===== src/rtl/matrix_pkg.sv =====
// matrix_pkg: shared widths and the write-arbiter state type for the
// matrix storage write path.
//   MAT_ID_W   - matrix id width
//   DIM_W      - row/column count width
//   NAME_BYTES - bytes in a matrix name
//   DATA_W     - element data width
package matrix_pkg;

  localparam int unsigned MAT_ID_W   = 3;
  localparam int unsigned DIM_W      = 8;
  localparam int unsigned NAME_BYTES = 8;
  localparam int unsigned DATA_W     = 32;

  typedef enum logic [1:0] {
    IDLE    = 2'd0,
    GRANT   = 2'd1,
    STREAM  = 2'd2,
    RELEASE = 2'd3
  } arb_state_t;

endpackage


===== src/rtl/rr_priority_select.sv =====
// rr_priority_select: combinational round-robin search.
//   req   - request vector, one bit per requester
//   ptr   - index where the search starts; wraps modulo N
//   found - at least one request is set
//   index - first set request at or after ptr (0 when none)
module rr_priority_select #(
  parameter int unsigned N     = 3,
  parameter int unsigned IDX_W = $clog2(N)
) (
  input  logic [N-1:0]     req,
  input  logic [IDX_W-1:0] ptr,
  output logic             found,
  output logic [IDX_W-1:0] index
);

  always_comb begin
    int unsigned cand;
    found = 1'b0;
    index = '0;
    cand  = 0;
    for (int unsigned i = 0; i < N; i++) begin
      cand = (32'(ptr) + i) % N;
      if (!found && req[cand[IDX_W-1:0]]) begin
        found = 1'b1;
        index = cand[IDX_W-1:0];
      end
    end
  end

endmodule


===== src/rtl/matrix_write_arbiter.sv =====
// matrix_write_arbiter: shares the storage manager write port between
// NUM_REQ producers. One owner is picked round-robin and holds the port
// for a whole matrix transaction (header handshake, element stream, done).
// Ports:
//   clk, rst_n                 - clock, asynchronous active-low reset
//   req_want                   - per-requester level request
//   req_write_request          - per-requester write_request
//   req_matrix_id/rows/cols    - per-requester header, packed by requester
//   req_name                   - per-requester name, byte k of i at [64i+8k+:8]
//   req_data_in/data_valid     - per-requester element stream
//   req_write_ready            - write_ready forwarded to the owner only
//   req_writer_ready           - writer_ready forwarded to the owner only
//   req_write_done             - write_done forwarded to the owner only
//   grant                      - one-hot owner, 0 outside GRANT/STREAM
//   write_request .. write_done- storage manager write port
//   busy                       - arbiter not idle
//   protocol_err               - sticky: a non-owner drove valid/request
module matrix_write_arbiter
  import matrix_pkg::*;
#(
  parameter int unsigned NUM_REQ = 3,
  parameter int unsigned IDX_W   = $clog2(NUM_REQ)
) (
  input  logic                             clk,
  input  logic                             rst_n,
  input  logic [NUM_REQ-1:0]               req_want,
  input  logic [NUM_REQ-1:0]               req_write_request,
  input  logic [NUM_REQ*MAT_ID_W-1:0]      req_matrix_id,
  input  logic [NUM_REQ*DIM_W-1:0]         req_rows,
  input  logic [NUM_REQ*DIM_W-1:0]         req_cols,
  input  logic [NUM_REQ*NAME_BYTES*8-1:0]  req_name,
  input  logic [NUM_REQ*DATA_W-1:0]        req_data_in,
  input  logic [NUM_REQ-1:0]               req_data_valid,
  output logic [NUM_REQ-1:0]               req_write_ready,
  output logic [NUM_REQ-1:0]               req_writer_ready,
  output logic [NUM_REQ-1:0]               req_write_done,
  output logic [NUM_REQ-1:0]               grant,
  output logic                             write_request,
  input  logic                             write_ready,
  output logic [MAT_ID_W-1:0]              matrix_id,
  output logic [DIM_W-1:0]                 actual_rows,
  output logic [DIM_W-1:0]                 actual_cols,
  output logic [7:0]                       matrix_name [NAME_BYTES],
  output logic [DATA_W-1:0]                data_in,
  output logic                             data_valid,
  input  logic                             writer_ready,
  input  logic                             write_done,
  output logic                             busy,
  output logic                             protocol_err
);

  arb_state_t       state, state_nxt;
  logic [IDX_W-1:0] owner;
  logic [IDX_W-1:0] rr_ptr;
  logic             sel_found;
  logic [IDX_W-1:0] sel_idx;
  logic             owning;
  logic             in_grant;
  logic             in_stream;
  logic             owner_wr_req;
  logic             proto_violation;

  logic [MAT_ID_W-1:0] id_a   [NUM_REQ];
  logic [DIM_W-1:0]    rows_a [NUM_REQ];
  logic [DIM_W-1:0]    cols_a [NUM_REQ];
  logic [DATA_W-1:0]   data_a [NUM_REQ];
  logic [7:0]          name_a [NUM_REQ][NAME_BYTES];

  for (genvar i = 0; i < NUM_REQ; i++) begin : g_unpack
    assign id_a[i]   = req_matrix_id[MAT_ID_W*i +: MAT_ID_W];
    assign rows_a[i] = req_rows[DIM_W*i +: DIM_W];
    assign cols_a[i] = req_cols[DIM_W*i +: DIM_W];
    assign data_a[i] = req_data_in[DATA_W*i +: DATA_W];
    for (genvar k = 0; k < NAME_BYTES; k++) begin : g_name
      assign name_a[i][k] = req_name[NAME_BYTES*8*i + 8*k +: 8];
    end
  end

  rr_priority_select #(
    .N     (NUM_REQ),
    .IDX_W (IDX_W)
  ) u_sel (
    .req   (req_want),
    .ptr   (rr_ptr),
    .found (sel_found),
    .index (sel_idx)
  );

  assign in_grant     = (state == GRANT);
  assign in_stream    = (state == STREAM);
  assign owning       = in_grant || in_stream;
  assign owner_wr_req = in_grant && req_write_request[owner];

  always_comb begin
    state_nxt = state;
    case (state)
      IDLE:    if (sel_found) state_nxt = GRANT;
      GRANT: begin
        if (owner_wr_req && write_ready) state_nxt = STREAM;
        else if (!req_want[owner])       state_nxt = RELEASE;
      end
      // req_want is deliberately ignored here: the manager transaction
      // must run to write_done once started.
      STREAM:  if (write_done) state_nxt = RELEASE;
      RELEASE: state_nxt = IDLE;
      default: state_nxt = IDLE;
    endcase
  end

  always_ff @(posedge clk or negedge rst_n) begin
    if (!rst_n) begin
      state        <= IDLE;
      owner        <= '0;
      rr_ptr       <= '0;
      protocol_err <= 1'b0;
    end else begin
      state <= state_nxt;
      if (state == IDLE && sel_found) owner <= sel_idx;
      // Pointer moves past the owner on every release, abandoned or not.
      if (state == RELEASE)
        rr_ptr <= (owner == IDX_W'(NUM_REQ - 1)) ? '0 : owner + IDX_W'(1);
      if (proto_violation) protocol_err <= 1'b1;
    end
  end

  assign grant            = owning ? (NUM_REQ'(1) << owner) : '0;
  assign busy             = (state != IDLE);
  assign write_request    = owner_wr_req;
  assign req_write_ready  = (in_grant  && write_ready)  ? grant : '0;
  assign req_writer_ready = (in_stream && writer_ready) ? grant : '0;
  assign req_write_done   = (in_stream && write_done)   ? grant : '0;

  assign matrix_id   = owning    ? id_a[owner]   : '0;
  assign actual_rows = owning    ? rows_a[owner] : '0;
  assign actual_cols = owning    ? cols_a[owner] : '0;
  assign data_in     = in_stream ? data_a[owner] : '0;
  assign data_valid  = in_stream && req_data_valid[owner];

  always_comb begin
    for (int unsigned k = 0; k < NAME_BYTES; k++)
      matrix_name[k] = owning ? name_a[owner][k] : '0;
  end

  assign proto_violation = owning && (|((req_data_valid | req_write_request) & ~grant));

endmodule

===== config.mk =====
export PLATFORM = sky130hd
export DESIGN_NAME = matrix_write_arbiter
export DESIGN_NICKNAME = d
export VERILOG_FILES = /design/src/rtl/matrix_pkg.sv /design/src/rtl/rr_priority_select.sv /design/src/rtl/matrix_write_arbiter.sv
export SDC_FILE = /design/constraint.sdc
export NUM_CORES = 1
export LEC_CHECK = 0
export BUFFER_PORTS_ARGS = -buffer_cell sky130_fd_sc_hd__buf_2
export CELL_PAD_IN_SITES_DETAIL_PLACEMENT = 0
export CELL_PAD_IN_SITES_GLOBAL_PLACEMENT = 1
export CORE_AREA = 2 2 193 195
export DETAILED_ROUTE_END_ITERATION = 12
export DIE_AREA = 0 0 195 197
export HOLD_SLACK_MARGIN = 0.1
export MAX_ROUTING_LAYER = met4
export PLACE_DENSITY_LB_ADDON = 0.08
export SYNTH_ARGS = -nofsm -noshare
export SYNTH_HDL_FRONTEND = slang
export SYNTH_SLANG_ARGS = --single-unit

===== constraint.sdc =====
create_clock -name clk -period 2.1 [get_ports clk]
set_clock_uncertainty 0.1 [all_clocks]
set_input_delay 0 -clock clk [delete_from_list [all_inputs] [get_ports clk]]
set_output_delay 0 -clock clk [all_outputs]
set_load 0.1 [all_outputs]

After elaboration in Yosys (flattened, before gate mapping)

Index checks and enable logic that the tools add are counted.

Bits of input ports: 359
Output and inout bits: 131
Bits in registers: 7
Word-level logic and storage cells: 99

Divide/modulo/power cells: 3
Reduce and logical (&&, ||, !) cells: 17
Eq/ne operators: 7
Muxes and demuxes: 55
$add $sub $neg: 3
Bitwise gates (word level): 4
Magnitude comparators: 5
Shifts and indexed selects: 1

Operators with widths:

| cell                    | number |
|---|---|
| $bmux W64 S2            | 1 |
| $mux W64                | 2 |
| $mux W8                 | 14 |
| $mux W32                | 3 |
| $bmux W32 S2            | 1 |
| $mod A32 B2 Y32 const B | 2 |
| $bmux W8 S2             | 2 |
| $mod A2 B2 Y32 const B  | 1 |
| $mux W3                 | 7 |
| $mux W2                 | 8 |
| $bmux W1 S2             | 6 |
| $lt A2 B3 Y1 const B    | 4 |
| $logic_and A1 B1 Y1     | 10 |
| $mux W1                 | 9 |
| $pmux W2 S4             | 1 |
| $bmux W3 S2             | 1 |
| $eq A2 B2 Y1 const B    | 3 |
| $ne A2 B2 Y1 const B    | 2 |
| $add A2 B1 Y3 const B   | 1 |
| $add A2 B2 Y3 const B   | 1 |
| $and A3 B3 Y3           | 1 |
| $ge A3 B3 Y1 const B    | 1 |
| $ne A3 B3 Y1 const B    | 1 |
| $not A2 Y3              | 1 |
| 11 further kinds        | 12 |

Depth between registers and ports, before layout

Depth after elaboration: 12
Gate-level depth with buffers: 8
Depth with buffers taken out: 7

Hierarchy

Synthesis repeated with hierarchy kept, for this count alone.

Cell total of the unflattened synthesis: 609
Area total of the unflattened synthesis: 3,902.5 µm²

Modules (own cells, without submodules):

| module               | area an instance (µm²) | cells each | sequential area each (µm²) | instances |
|---|---|---|---|---|
| matrix_write_arbiter | 3,651.0                | 577        | 175.2                      | 1 |
| rr_priority_select   | 251.5                  | 32         | 0.0                        | 1 |

Worst setup path before layout

Ideal clock, no wire load.

Path kind: register to output
Start point: register state[0]
End point: output port req_write_done[1]
Arrival: 2,454 ps
Data required time: 2,000 ps
Buffers on the path: 1
Slack: -454 ps
Cell stages (with the launch flop): 6
Cells stage by stage: dfrtp_1 -> inv_1 -> ha_1 -> clkbuf_1 -> nand2_1 -> nor2_1

Cells in the longest elaborated chain, start to end: 4
Elaborated cells between the ends (all ways): 6
Those cells by class: eq/ne: 2; mux: 2; reduce/logical: 2

Ends and longest elaborated chain:

| what                                                | line                                                   | RTL |
|---|---|---|
| start: declaration                                  | matrix_write_arbiter.sv:52                             | `arb_state_t state, state_nxt;` |
| start signal: assignment                            | matrix_write_arbiter.sv:117                            | `state <= state_nxt;` |
| $eq A2 B1 Y1 / $eq A2 B2 Y1 (equally long branches) | matrix_write_arbiter.sv:89, matrix_write_arbiter.sv:90 |  |
| $logic_or A1 B1 Y1                                  | matrix_write_arbiter.sv:91                             | `assign owning = in_grant \|\| in_stream;` |
| $mux W3                                             | matrix_write_arbiter.sv:126                            | `assign grant = owning ? (NUM_REQ'(1) << owner) : '0;` |
| $mux W3 (*)                                         | matrix_write_arbiter.sv:131                            | `assign req_write_done = (in_stream && write_done) ? grant : '0;` |
| end: declaration                                    | matrix_write_arbiter.sv:36                             | `output logic [NUM_REQ-1:0] req_write_done,` |

Every way passes the cells marked *; elsewhere a longest branch is shown, timed or not.

Final worst setup path

Start point: register owner[1]
End point: output port actual_rows[2]

Cells in the longest elaborated chain, start to end: 5

Ends and longest elaborated chain:

| what                                       | line                        | RTL |
|---|---|---|
| start: declaration                         | matrix_write_arbiter.sv:53  | `logic [IDX_W-1:0] owner;` |
| start signal: assignment                   | matrix_write_arbiter.sv:118 | `if (state == IDLE && sel_found) owner <= sel_idx;` |
| $not A2 Y3 (not written as such)           | matrix_write_arbiter.sv:134 | `assign actual_rows = owning ? rows_a[owner] : '0;` |
| $bmux W8 S2                                | matrix_write_arbiter.sv:134 |  |
| $mux W8 (not written as such) (2 in a row) | matrix_write_arbiter.sv:134 |  |
| $mux W8                                    | matrix_write_arbiter.sv:134 |  |
| end: declaration                           | matrix_write_arbiter.sv:41  | `output logic [DIM_W-1:0] actual_rows,` |

No other way between the ends. The select of a mux whose other input is x is not followed.

==> key figures <==
Clocking
  – CTS tree: yes
  – Worst-skew pair later-pin latency: around 230 ps
  – Worst-path clk slew: 40 ps
  – Clock sinks: 7
  – CTS H-tree lvls: 1
  – Num CTS Buffers: 3
  – Root Buffer: clkbuf_16
  – Longest Clk Path Bufs: 2

Critical path
  – Critical path startpoint category: register
  – Worst r2r dst: state[1]
  – Depth of the worst register-to-register path: 6
  – Crit-path cells: and2b_4 > buf_4 > clkbuf_16 > nand2_1 > o21ai_1 > and2_1 > buf_12
  – Worst Setup End Kind: output port
  – Reg-to-reg slack, setup: around 150 ps
  – Worst-path fanout max: 21
  – Critical path's slowest cell: dfrtp_4
  – WP data required: around 2000 ps
  – Largest stage delay on the critical path: between 500 and 600 ps
  – Crit path buf inv count: 3
  – Worst r2r src: owner[0]
  – Crit-path leading delay family: simple AND/OR/NAND/NOR gates
  – Arr. time, crit path: around 1900 ps
  – Crit Path Class: register to output port

Layout
  – Fillers: 4,045
  – Post-layout net count: between 1k and 1.5k
  – Layout cell share with drive strength beyond 1: a little under three fifths
  – Area Overhead vs Synth: 143%

Synthesis
  – Async SR Flop Fraction: 100%
  – EDFF count, synth: 0
  – Post-Synth Simple-Gate Area: roughly 33%
  – Post-synthesis cell area: between 3000 and 4000 sq um
  – Share of the yosys chip area belonging to registers: ~4.6%
  – Synth Area in Compound Gates: 20.3%
  – Net Count, Synth: 972
  – Largest family of logic cells by synthesized area: simple AND/OR/NAND/NOR gates
  – Most common flop cell mapped by yosys: dfrtp_1
  – Flops & latches, synth: 7
  – Syn Inst Count: 606
  – Synth Area in XOR/XNOR: 0%
  – Adder-Cell Fraction of Synth Area: ~2.3%
  – Mux share of post-synthesis cell area: 32.3%
  – Ys Warns: 0
  – Mean post-synth cell area: 6.25 sq um
  – Distinct cells, synth: 32

Floorplan
  – Die X: between 150 and 200 um
  – Row Count: 70
  – Die Area: 38,400 sq um
  – IO Pins: 490
  – Initial Util: roughly a tenth
  – Placeable core area: 36,300 sq um
  – Die height: 197 um

Timing
  – Max Slew Vio Count: 0
  – Final setup margin: 80.0 ps
  – Fmax: between 0.4 and 0.5 GHz
  – Post-route clock period utilization: 96.2%
  – Worst-margin pin slew: ~500 ps
  – Period minus WS final: roughly 2000 ps
  – Final hold vios: 0
  – Setup violators final: 0
  – Slew headroom: 66.7%

Routing
  – Antenna-violating nets left: 0
  – DRT iter0 DRCs: 98
  – Vias per std cell: between 3 and 4
  – Vias: 5,872
  – DR DRC count: 0
  – Wirelength, routed: between 20,000 and 30,000 um
  – Mean routed wirelength per cell: ~18 um
  – First-pass iteration count of the detailed router: 4

GRT
  – Vias in the first global route: a little under 6k
  – Total GRT Usage: a little over an eighth
  – Largest net degree at the start of global routing: 62
  – Antenna violations before repair: 2
  – Grt total ovfl: 0
  – First-pass GRT wire length: about 37,000 um

Placement
  – Placer Congestion: approximately 0.73
  – Dpl ws: about 160 ps
  – Port Buffers: ~490
  – HPWL Detailed: ~21,000 um

Hold path
  – Beginning of the worst hold path: write_ready
  – WHS Endpoint: state[0]
  – Hold depth: 4
  – Hold Crit Class: input pin to register

Job
  – Max_cap viols: 0

Outcome
  – Status: finished, final reports clean
[synth_stat cells (3+ instances only)]
| cell type | count | area [sq um] |
|---|---|---|
| a21oi_1 | 36 | 180 |
| o21ai_1 | 87 | 435 |
| nand2_1 | 91 | 342 |
| inv_1 | 8 | 30.0 |
| o21ai_0 | 4 | 20.0 |
| nor2b_1 | 3 | 18.8 |
| buf_2 | 35 | 175 |
| clkbuf_1 | 15 | 56.3 |
| dfrtp_1 | 7 | 175 |
| and2_1 | 83 | 519 |
| ha_1 | 7 | 87.6 |
| mux2i_1 | 121 | 1210 |
| nor2_1 | 81 | 304 |
| a21o_1 | 3 | 22.5 |
[cell type report]
cell class / count / area, sq um / area share (%)
repair buffers: 516 / 4810 / 52.3
multi-input cells: 536 / 3500 / 38.0
well taps: 468 / 586 / 6.36
flip-flops and latches: 7 / 183 / 1.98
clock buffers: 4 / 78.8 / 0.856
inverters: 10 / 37.5 / 0.408
diodes: 3 / 7.51 / 0.0815
[worst max-delay path by stage]
stage | start | end | slack, ps | cells past startpoint
floorplan | state[0] | req_write_done[0] | -440 | 5
global placement | rr_ptr[0] | state[1] | 150 | 7
detailed placement | rr_ptr[0] | state[1] | 160 | 7
CTS | owner[1] | matrix_name[34] | -9 | 5
global route | owner[1] | matrix_name[39] | -4 | 7
finish | owner[1] | actual_rows[2] | 80 | 7
[worst min-delay path, delay by kind of cell]
kind	cells	cell delay, ps
compound gates	2	170
simple gates	1	110
buf+inv	1	110
[repair_timing]
action / CTS / global route
gates cloned: 1 / 4
gates resized for setup: 13 / 5
endpoints found under the setup margin: 18 / 69
buffers inserted: 0 / 6
hold buffers: 4 / 0
hold endpoints to repair: 8 / 0
[flip-flops by register name, indices dropped and copies added, names as in the netlist]
| name | count |
|---|---|
| owner | 2 |
| protocol_err | 1 |
| rr_ptr | 2 |
| state | 2 |
[cells by family after synthesis]
group | Yosys count
and+or+nand+nor | 265
buffers and inverters | 63
DFF | 7
muxes | 122
adders and majority gates | 7
AOI/OAI and AO/OA | 142
[routing by layer]
layer	part of all wire, %	GRT usage [%]	wire, um
met1	38	14.1	10500
met2	53	24.9	14500
met3	8.5	3.70	2320
met4	0.32	0.961	89
met5	0	-	0
[metrics by stage]
stage	hold slack (ps)	TNS, ps	cells	area, sq um	util (%)
2_1_floorplan	-396	-1410	606	3930	-
3_3_place_gp	-242	0	1522	8830	24.4
3_5_place_dp	-241	0	1522	8830	24.4
4_1_cts	113	-12.4	1531	9010	24.9
5_1_grt	129	-6.26	1543	9210	25.4
6_report	107	0	1544	9210	25.4
[cell usage in the layout, fill, tap and decap left out, types with 3 or more instances in the layout]
cell type / synthesis / final
o21ai_0: 4 / 4
a21oi_1: 36 / 36
mux2i_1: 121 / 121
ha_2: 0 / 3
dfrtp_1: 7 / 5
clkbuf_16: 0 / 7
and2_1: 83 / 40
and2_4: 0 / 13
buf_16: 0 / 3
nor2_1: 81 / 42
dlygate4sd3_1: 0 / 4
buf_4: 1 / 9
buf_2: 35 / 360
diode_2: 0 / 3
nor2_2: 0 / 37
inv_1: 8 / 8
o21ai_1: 87 / 87
and2_2: 0 / 30
a21o_1: 3 / 3
ha_1: 7 / 4
nand2_1: 91 / 91
buf_12: 0 / 136
Power is not shown: default switching activity piles up to over one toggle a cycle in this logic, so the estimate is an artifact.
